## src/rtl/pipe_dmem_pkg.sv

```systemverilog
// pipe_dmem_pkg: FSM state type and sizing constants shared by the pipe_dmem_resp files
package pipe_dmem_pkg;
    typedef enum logic [1:0] {IDLE, WAIT, RESP} state_t;
    localparam int LANES = 4;
    localparam int CNT_W = 4;
endpackage

```

## src/rtl/pipe_dmem_resp_if.sv

```systemverilog
// pipe_dmem_resp_if: request/response bus between an initiator and pipe_dmem_resp
interface pipe_dmem_resp_if;
    import pipe_dmem_pkg::*;
    logic             req;
    logic             we;
    logic [31:0]      addr;
    logic [31:0]      wdata;
    logic [LANES-1:0] be;
    logic             ready;
    logic             rvalid;
    logic [31:0]      rdata;
    logic             err;
    modport master (output req, we, addr, wdata, be, input ready, rvalid, rdata, err);
    modport slave (input req, we, addr, wdata, be, output ready, rvalid, rdata, err);
endinterface

```

## src/rtl/pipe_dmem_bytemerge.sv

```systemverilog
// pipe_dmem_bytemerge: replaces the byte lanes of a stored word selected by be with new write data
module pipe_dmem_bytemerge
    import pipe_dmem_pkg::*;
(
    input  logic [31:0]      old,
    input  logic [31:0]      wdata,
    input  logic [LANES-1:0] be,
    output logic [31:0]      merged
);
    for (genvar i = 0; i < LANES; i++) begin : g_lane
        assign merged[8*i +: 8] = be[i] ? wdata[8*i +: 8] : old[8*i +: 8];
    end
endmodule

```

## src/rtl/pipe_dmem_resp.sv

```systemverilog
// pipe_dmem_resp: data memory with fixed wait-state latency and one-cycle ready pulse.
// Define DMEM_RANGE_CHECK_EN to reject misaligned or out-of-range addresses with err.
module pipe_dmem_resp
    import pipe_dmem_pkg::*;
#(
    parameter int WAIT_CYCLES = 2,
    parameter int ADDR_W      = 6
) (
    input logic              clk,
    input logic              clrn,
    pipe_dmem_resp_if.slave  bus
);
    localparam int DEPTH = 2 ** ADDR_W;

    state_t            state, state_n;
    logic [CNT_W-1:0]  cnt, cnt_n;
    logic [31:0]       mem [DEPTH];
    logic              acc_bad, cap_we, cap_bad, resp;
    logic [ADDR_W-1:0] cap_idx;
    logic [LANES-1:0]  cap_be;
    logic [31:0]       cap_wdata, rdata_q, merged;

`ifdef DMEM_RANGE_CHECK_EN
    assign acc_bad = (|bus.addr[1:0]) || (|bus.addr[31:ADDR_W+2]);
`else
    logic unused_addr;
    assign unused_addr = ^{bus.addr[1:0], bus.addr[31:ADDR_W+2]};
    assign acc_bad = 1'b0;
`endif

    always_comb begin
        state_n = state;
        cnt_n   = cnt;
        unique case (state)
            IDLE: if (bus.req) begin
                state_n = (WAIT_CYCLES > 0) ? WAIT : RESP;
                cnt_n   = (WAIT_CYCLES > 0) ? CNT_W'(WAIT_CYCLES - 1) : '0;
            end
            WAIT: begin
                state_n = (cnt == '0) ? RESP : WAIT;
                cnt_n   = (cnt == '0) ? cnt : cnt - 1'b1;
            end
            RESP: state_n = IDLE;
            default: state_n = IDLE;
        endcase
    end

    always_ff @(posedge clk or negedge clrn) begin
        if (!clrn) begin
            state <= IDLE;
            cnt   <= '0;
        end else begin
            state <= state_n;
            cnt   <= cnt_n;
        end
    end

    always_ff @(posedge clk) begin
        if (state == IDLE && bus.req) begin
            cap_we    <= bus.we;
            cap_idx   <= bus.addr[ADDR_W+1:2];
            cap_wdata <= bus.wdata;
            cap_be    <= bus.be;
            cap_bad   <= acc_bad;
        end
    end

    pipe_dmem_bytemerge u_merge (
        .old    (mem[cap_idx]),
        .wdata  (cap_wdata),
        .be     (cap_be),
        .merged (merged)
    );

    // Memory only changes on the edge leaving RESP, so a reset before then aborts the write.
    always_ff @(posedge clk or negedge clrn) begin
        if (!clrn) begin
            for (int i = 0; i < DEPTH; i++) mem[i] <= '0;
            rdata_q <= '0;
        end else if (resp && !cap_bad) begin
            if (cap_we) mem[cap_idx] <= merged;
            else rdata_q <= mem[cap_idx];
        end
    end

    assign resp       = state == RESP;
    assign bus.ready  = resp;
    assign bus.rvalid = resp && !cap_we && !cap_bad;
    assign bus.err    = resp && cap_bad;
    assign bus.rdata  = bus.rvalid ? mem[cap_idx] : rdata_q;
endmodule

```

## src/flat_wrapper.sv

```systemverilog
// flat-port wrapper written by rule: the top's interface ports become plain ports
module pipe_dmem_resp_flat import pipe_dmem_pkg::*;
#(
    parameter int WAIT_CYCLES = 2,
    parameter int ADDR_W      = 6
)
  (clk, clrn, bus_req, bus_we, bus_addr, bus_wdata, bus_be, bus_ready, bus_rvalid, bus_rdata, bus_err);
  pipe_dmem_resp_if bus_i ();
  input logic clk;
  input logic clrn;
  input wire logic [$bits(bus_i.req)-1:0] bus_req;
  input wire logic [$bits(bus_i.we)-1:0] bus_we;
  input wire logic [$bits(bus_i.addr)-1:0] bus_addr;
  input wire logic [$bits(bus_i.wdata)-1:0] bus_wdata;
  input wire logic [$bits(bus_i.be)-1:0] bus_be;
  output wire logic [$bits(bus_i.ready)-1:0] bus_ready;
  output wire logic [$bits(bus_i.rvalid)-1:0] bus_rvalid;
  output wire logic [$bits(bus_i.rdata)-1:0] bus_rdata;
  output wire logic [$bits(bus_i.err)-1:0] bus_err;
  assign bus_i.req = bus_req;
  assign bus_i.we = bus_we;
  assign bus_i.addr = bus_addr;
  assign bus_i.wdata = bus_wdata;
  assign bus_i.be = bus_be;
  assign bus_ready = bus_i.ready;
  assign bus_rvalid = bus_i.rvalid;
  assign bus_rdata = bus_i.rdata;
  assign bus_err = bus_i.err;
  pipe_dmem_resp #(.WAIT_CYCLES(WAIT_CYCLES), .ADDR_W(ADDR_W)) u_core (.clk(clk), .clrn(clrn), .bus(bus_i));
endmodule
```

## config.mk

```make
export PLATFORM = sky130hd
export DESIGN_NAME = pipe_dmem_resp_flat
export DESIGN_NICKNAME = d
export VERILOG_FILES = /design/src/rtl/pipe_dmem_pkg.sv /design/src/rtl/pipe_dmem_resp_if.sv /design/src/rtl/pipe_dmem_bytemerge.sv /design/src/rtl/pipe_dmem_resp.sv /design/src/flat_wrapper.sv
export SDC_FILE = /design/constraint.sdc
export NUM_CORES = 2
export LEC_CHECK = 0
export ABC_CLOCK_PERIOD_IN_PS = 4700
export BUFFER_PORTS_ARGS = -buffer_cell sky130_fd_sc_hd__buf_2
export CAP_MARGIN = 20
export CORE_MARGIN = 2
export CORE_UTILIZATION = 40
export CTS_CLUSTER_SIZE = 16
export DETAILED_ROUTE_END_ITERATION = 10
export GPL_TIMING_DRIVEN = 1
export PLACE_DENSITY = 0.52
export RECOVER_POWER = 100
export SLEW_MARGIN = 25
export SYNTH_ARGS = -nofsm -noshare
export SYNTH_HDL_FRONTEND = slang
export SYNTH_HIERARCHICAL = 1
export SYNTH_SLANG_ARGS = --single-unit
export TNS_END_PERCENT = 30
```

## constraint.sdc

```tcl
create_clock -name clk -period 4.7 [get_ports clk]
set_input_delay 0.235 -clock clk [delete_from_list [all_inputs] [get_ports clk]]
set_output_delay 0.235 -clock clk [all_outputs]
set_load 0.02 [all_outputs]
```

---- Word level (Yosys, flattened, before mapping) ----
Index checks and enable logic that the tools add are counted.
cells by class
  bitwise logic cells ..................... 2
  equality and inequality tests ........... 4
  add/sub/neg operators ................... 1
  multiplexer cells ....................... 17
  reductions and logical operators ........ 10
  order comparisons ....................... 2
operators with widths
  operator             count
  $bwmux 2048          1
  $bmux 32 s6          1
  $demux 32 s6         1
  $mux 32              4
  $mux 8               4
  $mux 4               2
  $pmux 4 s2           1
  $ge 7x7->1 const B   1
  $lt 7x1->1 const B   1
  $not 6->7            1
  $logic_not 4->1      1
  $mux 2               2
  $ne 2x2->1 const B   2
  $pmux 2 s2           1
  $reduce_and 2->1     2
  $sub 4x1->4 const B  1
  $logic_and 1x1->1    3
  $reduce_and 3->1     1
  $eq 2x1->1 const B   1
  $eq 2x2->1 const B   1
  $logic_not 2->1      1
  $reduce_bool 2->1    1
  $logic_not 1->1      1
  $not 1->1            1
word-level totals
  input bits .............................. 72
  bits in registers ....................... 2129
  logic and storage cells ................. 107

---- Longest topological paths before layout ----
  depth in word-level cells ............... 6
  gate-level depth with buffers ........... 15
  mapped depth without buffers ............ 8

---- Hierarchy ----
Netlist, hierarchy kept.
modules (own cells, without submodules)
  module               sequential area each (sq um)  area each (sq um)  instances  cells each
  pipe_dmem_resp       53491.3                       96354.9            1          7039
  pipe_dmem_bytemerge  0.0                           525.5              1          36

---- Worst setup path after synthesis ----
No wires, ideal clock.
  path type ............................... flip-flop to flip-flop
  start point ............................. register u_core.state[0]
  end point ............................... register u_core.cap_be[0], enable pin
  cell stages (with the launch flop) ...... 3
  path slack .............................. 396 ps
  data arrival time ....................... 3795 ps
  path buffers ............................ 1
  cells stage by stage .................... dfrtp_1 -> clkbuf_1 -> nor3b_1
between the ends
  longest elaborated chain between the ends .. 2
ends and longest elaborated chain
  item                    line                  text
  from (decl)             pipe_dmem_resp.sv:15  state_t state, state_n;
  from (signal assigned)  pipe_dmem_resp.sv:53  state <= state_n;
  $logic_not 2->1         pipe_dmem_resp.sv:59  if (state == IDLE && bus.req) begin
  $logic_and 1x1->1       pipe_dmem_resp.sv:59
  to (signal assigned)    pipe_dmem_resp.sv:63  cap_be <= bus.be;
  to (decl)               pipe_dmem_resp.sv:20  logic [LANES-1:0] cap_be;
No other way between the ends.
A chain may end at the register's enable or synchronous reset.

---- Final worst setup path ----
  start point ............................. register u_core.cap_idx[1]
  end point ............................... output port bus_rdata[3]
between the ends
  longest elaborated chain between the ends .. 5
ends and longest elaborated chain
  item                                        line                  text
  from (decl)                                 pipe_dmem_resp.sv:19  logic [ADDR_W-1:0] cap_idx;
  from (signal assigned)                      pipe_dmem_resp.sv:61  cap_idx <= bus.addr[ADDR_W+1:2];
  $not 6->7 (implied by the code)             pipe_dmem_resp.sv:90  assign bus.rdata = bus.rvalid ? mem[cap_idx] : rdata_q;
  $bmux 32 s6                                 pipe_dmem_resp.sv:90
  $mux 32 (implied by the code) (2 in a row)  pipe_dmem_resp.sv:90
  $mux 32                                     pipe_dmem_resp.sv:90
  to (decl)                                   flat_wrapper.sv:18    output wire logic [$bits(bus_i.rdata)-1:0] bus_rdata;
No other way between the ends. The select of a mux whose other input is x is not followed.

==> impl_results.md <==
* Largest net degree at the start of global routing at between 150 and 200
* First-pass GRT wire length at between 500 and 600 mm
* Reg2reg end: u_core/mem[1891]
* Wirelength per Cell at 37.1 µm
* Slew Viols, Final at 1054
* Vias in the first global route at 67500
* Fin cells at 10400
* Ys flop type: dfrtp_1
* Sequential area share after synthesis at a little under three fifths
* Synth-to-layout area growth at 13.7%
* R2R setup slack at 0.04 ns
* CTS clock-pin slew for the worst setup and hold paths at 0.06 ns
* Worst r2r path cells at 11
* Top post-synthesis cells by area: dfrtp_1 54%, mux2_2 25%, a221oi_1 3.5%, a22oi_1 2.1%, buf_2 1.7%
* Worst Setup Slack, final at -0.0123 ns
* Port bufs at 79
* Peak VDD IR at 0.376 mV
* Number of nets in the layout at 7137
* # rows at 180
* Hold crit path type: input port to register
* Util after Layout at 45.8%
* PwrDens at 420 nW/µm²
* Post-route ant nets at 0
* Share of cells above drive strength 1 at between 40% and 50%
* Status: finished with violations
* Total grt overflow at 0
* Hold wc startpoint: bus_addr[4]
* Multi-input logic area at 40200 µm²
* Syn Area/Cell at 13.7 µm²
* Worst-path maximum fanout at 17
* Synth top area share at 53.9%
* RD Place Congestion at 0.819
* Post-synth EDFFs at 43
* CP Launch Type: register
* CTS buffer count at 229
* Pin slew with the least headroom to its limit at 3.27 ns
* Core Region at ~240000 µm²
* Reg-to-Reg Start: u_core/cap_idx[1]
* Mapped cell area at 96900 µm²
* Commonest non-fill, non-tap cell in the layout: mux2_2
* Cell count after synthesis at 7075
* Setup Crit Path Kind: register to output pin
* Flip-flop and latch area at 53500 µm²
* Max H-tree Level at 4
* Dpl ws at ~0.55 ns
* Fillers at about 22000
* TritonCTS clock tree: yes
* Cell area after layout at 110000 µm²
* DR vias/cell at 6.42
* Initial antenna violation count at 17
* Clock Latency Late Sink at 0.89 ns
* Iteration count of the initial detailed-routing pass at 6
* Die width at between 400 and 500 µm
* Seq cells post-synth at 2129
* Critical Path End Type: output pin
* Lkg Pwr at 52.6 nW
* Peak Freq at 0.212 GHz
* Unique masters post-synth at 79
* Clock Skew at between 0.05 and 0.06 ns
* Setup-failing EPs final at 2
* Starting DRT DRC Count at a little under 7000
* CP arrival at between 4 and 5 ns
* I/O Pins at 107
* Fin crit share at 100%
* Hold Fails Final Rpt at 0
* TritonCTS Sinks at 2129
* Hold Path Stages at 2
* Commonest non-fill, non-tap cells in the layout: 2200 x mux2_2, 2086 x dfrtp_1, 387 x a221oi_1
* Req. time, crit path at 4.47 ns
* Clock Path Buffers at 3
* Remaining DRCs at 0
* Ys Warns at 6
* Synthesized Nets at 7149
* Failing checks: max-capacitance violations, max-slew violations, negative setup slack
* Maxcap violations at 14
* Minimum clock period at 4.71 ns
* Ys async rst share at 98.0%
* GRT Util Overall at 31.3%
* Die height at 496 µm
* Pwr Total at 0.0462 W
* HPWL after DPL at 220 mm
* WL final at ~390 mm
* Die ar. at 246000 µm²
* Placed cell count at approximately 10000
* Synth area leader: dfrtp_1
* Hold Crit Endpoint: u_core/cap_idx[2]
* Vias at 67000
* Placed Area at 103000 µm²
* Slew headroom at -118%
* Root Buffer: clkbuf_16
* Starting Density at 40.2%
-- final cells by class --
cell class,count,area share (%)
flip-flops and latches,2129,48.6
well taps,3185,3.62
inverters,11,0.0488
clock inverters,62,0.563
multi-input cells,4150,36.5
repair buffers,542,4.56
diodes,9,0.0204
clock buffers,349,6.14
-- cell usage after synthesis (9+ instances only) --
| cell | number |
|---|---|
| dfrtp_1 | 2086 |
| a21oi_1 | 95 |
| o22ai_1 | 112 |
| nand2_1 | 126 |
| or3_1 | 10 |
| a22oi_1 | 265 |
| nor3_1 | 53 |
| nand3b_1 | 31 |
| a222oi_1 | 15 |
| mux2i_1 | 92 |
| buf_1 | 98 |
| o21ai_0 | 68 |
| a211o_1 | 9 |
| a221o_1 | 30 |
| and3_1 | 22 |
| o21a_1 | 11 |
| mux2_2 | 2188 |
| o221ai_1 | 21 |
| mux2_4 | 35 |
| a31oi_1 | 33 |
| nor4_1 | 13 |
| o32ai_1 | 14 |
| a22o_1 | 60 |
| a2111oi_2 | 9 |
| nand3_1 | 34 |
| o211ai_1 | 11 |
| o2bb2ai_1 | 21 |
| mux4_2 | 45 |
| o22a_1 | 16 |
| clkbuf_1 | 302 |
| buf_6 | 29 |
| buf_4 | 29 |
| buf_2 | 326 |
| a221oi_1 | 387 |
| and3b_1 | 13 |
| nand2b_1 | 34 |
| nor2_1 | 130 |
| a211oi_1 | 12 |
| edfxtp_1 | 43 |
| nor3b_1 | 18 |
-- worst max path at each step --
stage / from / end / slack [ns]
finish: u_core/cap_idx[1] / bus_rdata[3] / -0.01
global route: u_core/cap_idx[1] / bus_rdata[1] / -0.04
CTS: u_core/cap_idx[3] / bus_rdata[12] / 0.05
detailed placement: u_core/cap_idx[0] / u_core/mem[245] / 0.55
global placement: u_core/cap_idx[1] / bus_rdata[11] / 0.55
floorplan: u_core/state[0] / u_core/cap_be[0] / 0.40
-- cells by family (layout without fill, tap and decap cells) --
| family | count (synthesis) | count (layout) | share of synthesized area [%] |
|---|---|---|---|
| flops | 2129 | 2129 | 55.2 |
| buf+inv | 797 | 964 | 3.88 |
| simple gates | 536 | 537 | 2.83 |
| fa+ha+maj | 2 | 2 | 0.0258 |
| other cells | 1 | 10 | 0.00387 |
| mux | 2368 | 2368 | 28.1 |
| compound gates | 1242 | 1242 | 9.98 |
-- worst max-delay path, cell delays in order (launching register included) --
cell and delay (ns):
edfxtp_1 0.41, buf_12 0.20, nor2_4 0.87, buf_4 0.46
a22oi_1 0.14, o21ai_0 0.46, o21ai_0 0.25, and3b_1 0.26
a31oi_1 0.23, buf_2 0.22
-- sequential cells by signal, summed over array words and instances, names as in the netlist --
register / count
u_core/cap_we: 1
u_core/cnt: 4
u_core/rdata_q: 32
u_core/cap_be: 4
u_core/cap_wdata: 32
u_core/cap_idx: 6
u_core/state: 2
u_core/mem: 2048
-- metrics by stage --
stage	hold WS, ns	TNS [ns]
5_1_grt	0.0307	-0.0352
2_1_floorplan	-0.0606	0
3_3_place_gp	0.171	0
6_report	0.0475	-0.0171
3_5_place_dp	0.171	0
4_1_cts	0.00120	0
-- report_power, final --
| group | internal [W] | total, W | switching [W] | leakage (nW) |
|---|---|---|---|---|
| sequential | 0.0193 | 0.0197 | 0.000451 | 29.5 |
| clock | 0.0102 | 0.0180 | 0.00780 | 3.63 |
| combinational | 0.00235 | 0.00851 | 0.00617 | 19.5 |
| total | 0.0318 | 0.0462 | 0.0144 | 52.6 |
-- what timing repair did --
item,CTS,global route
setup buffers,13,0
endpoints found under the setup margin,5,3
cloned,1,0
pin swaps,3,1
hold buffers,47,0
hold endpoints to repair,1217,0
resized for setup,2,1
-- routing by layer --
metal / GRT usage, % / wire, µm
met1: 43.5 / 164000
met2: 48.2 / 175000
met3: 5.78 / 29700
met4: 12.7 / 17900
met5: 0 / 27
(Power assumes the default switching activity.)
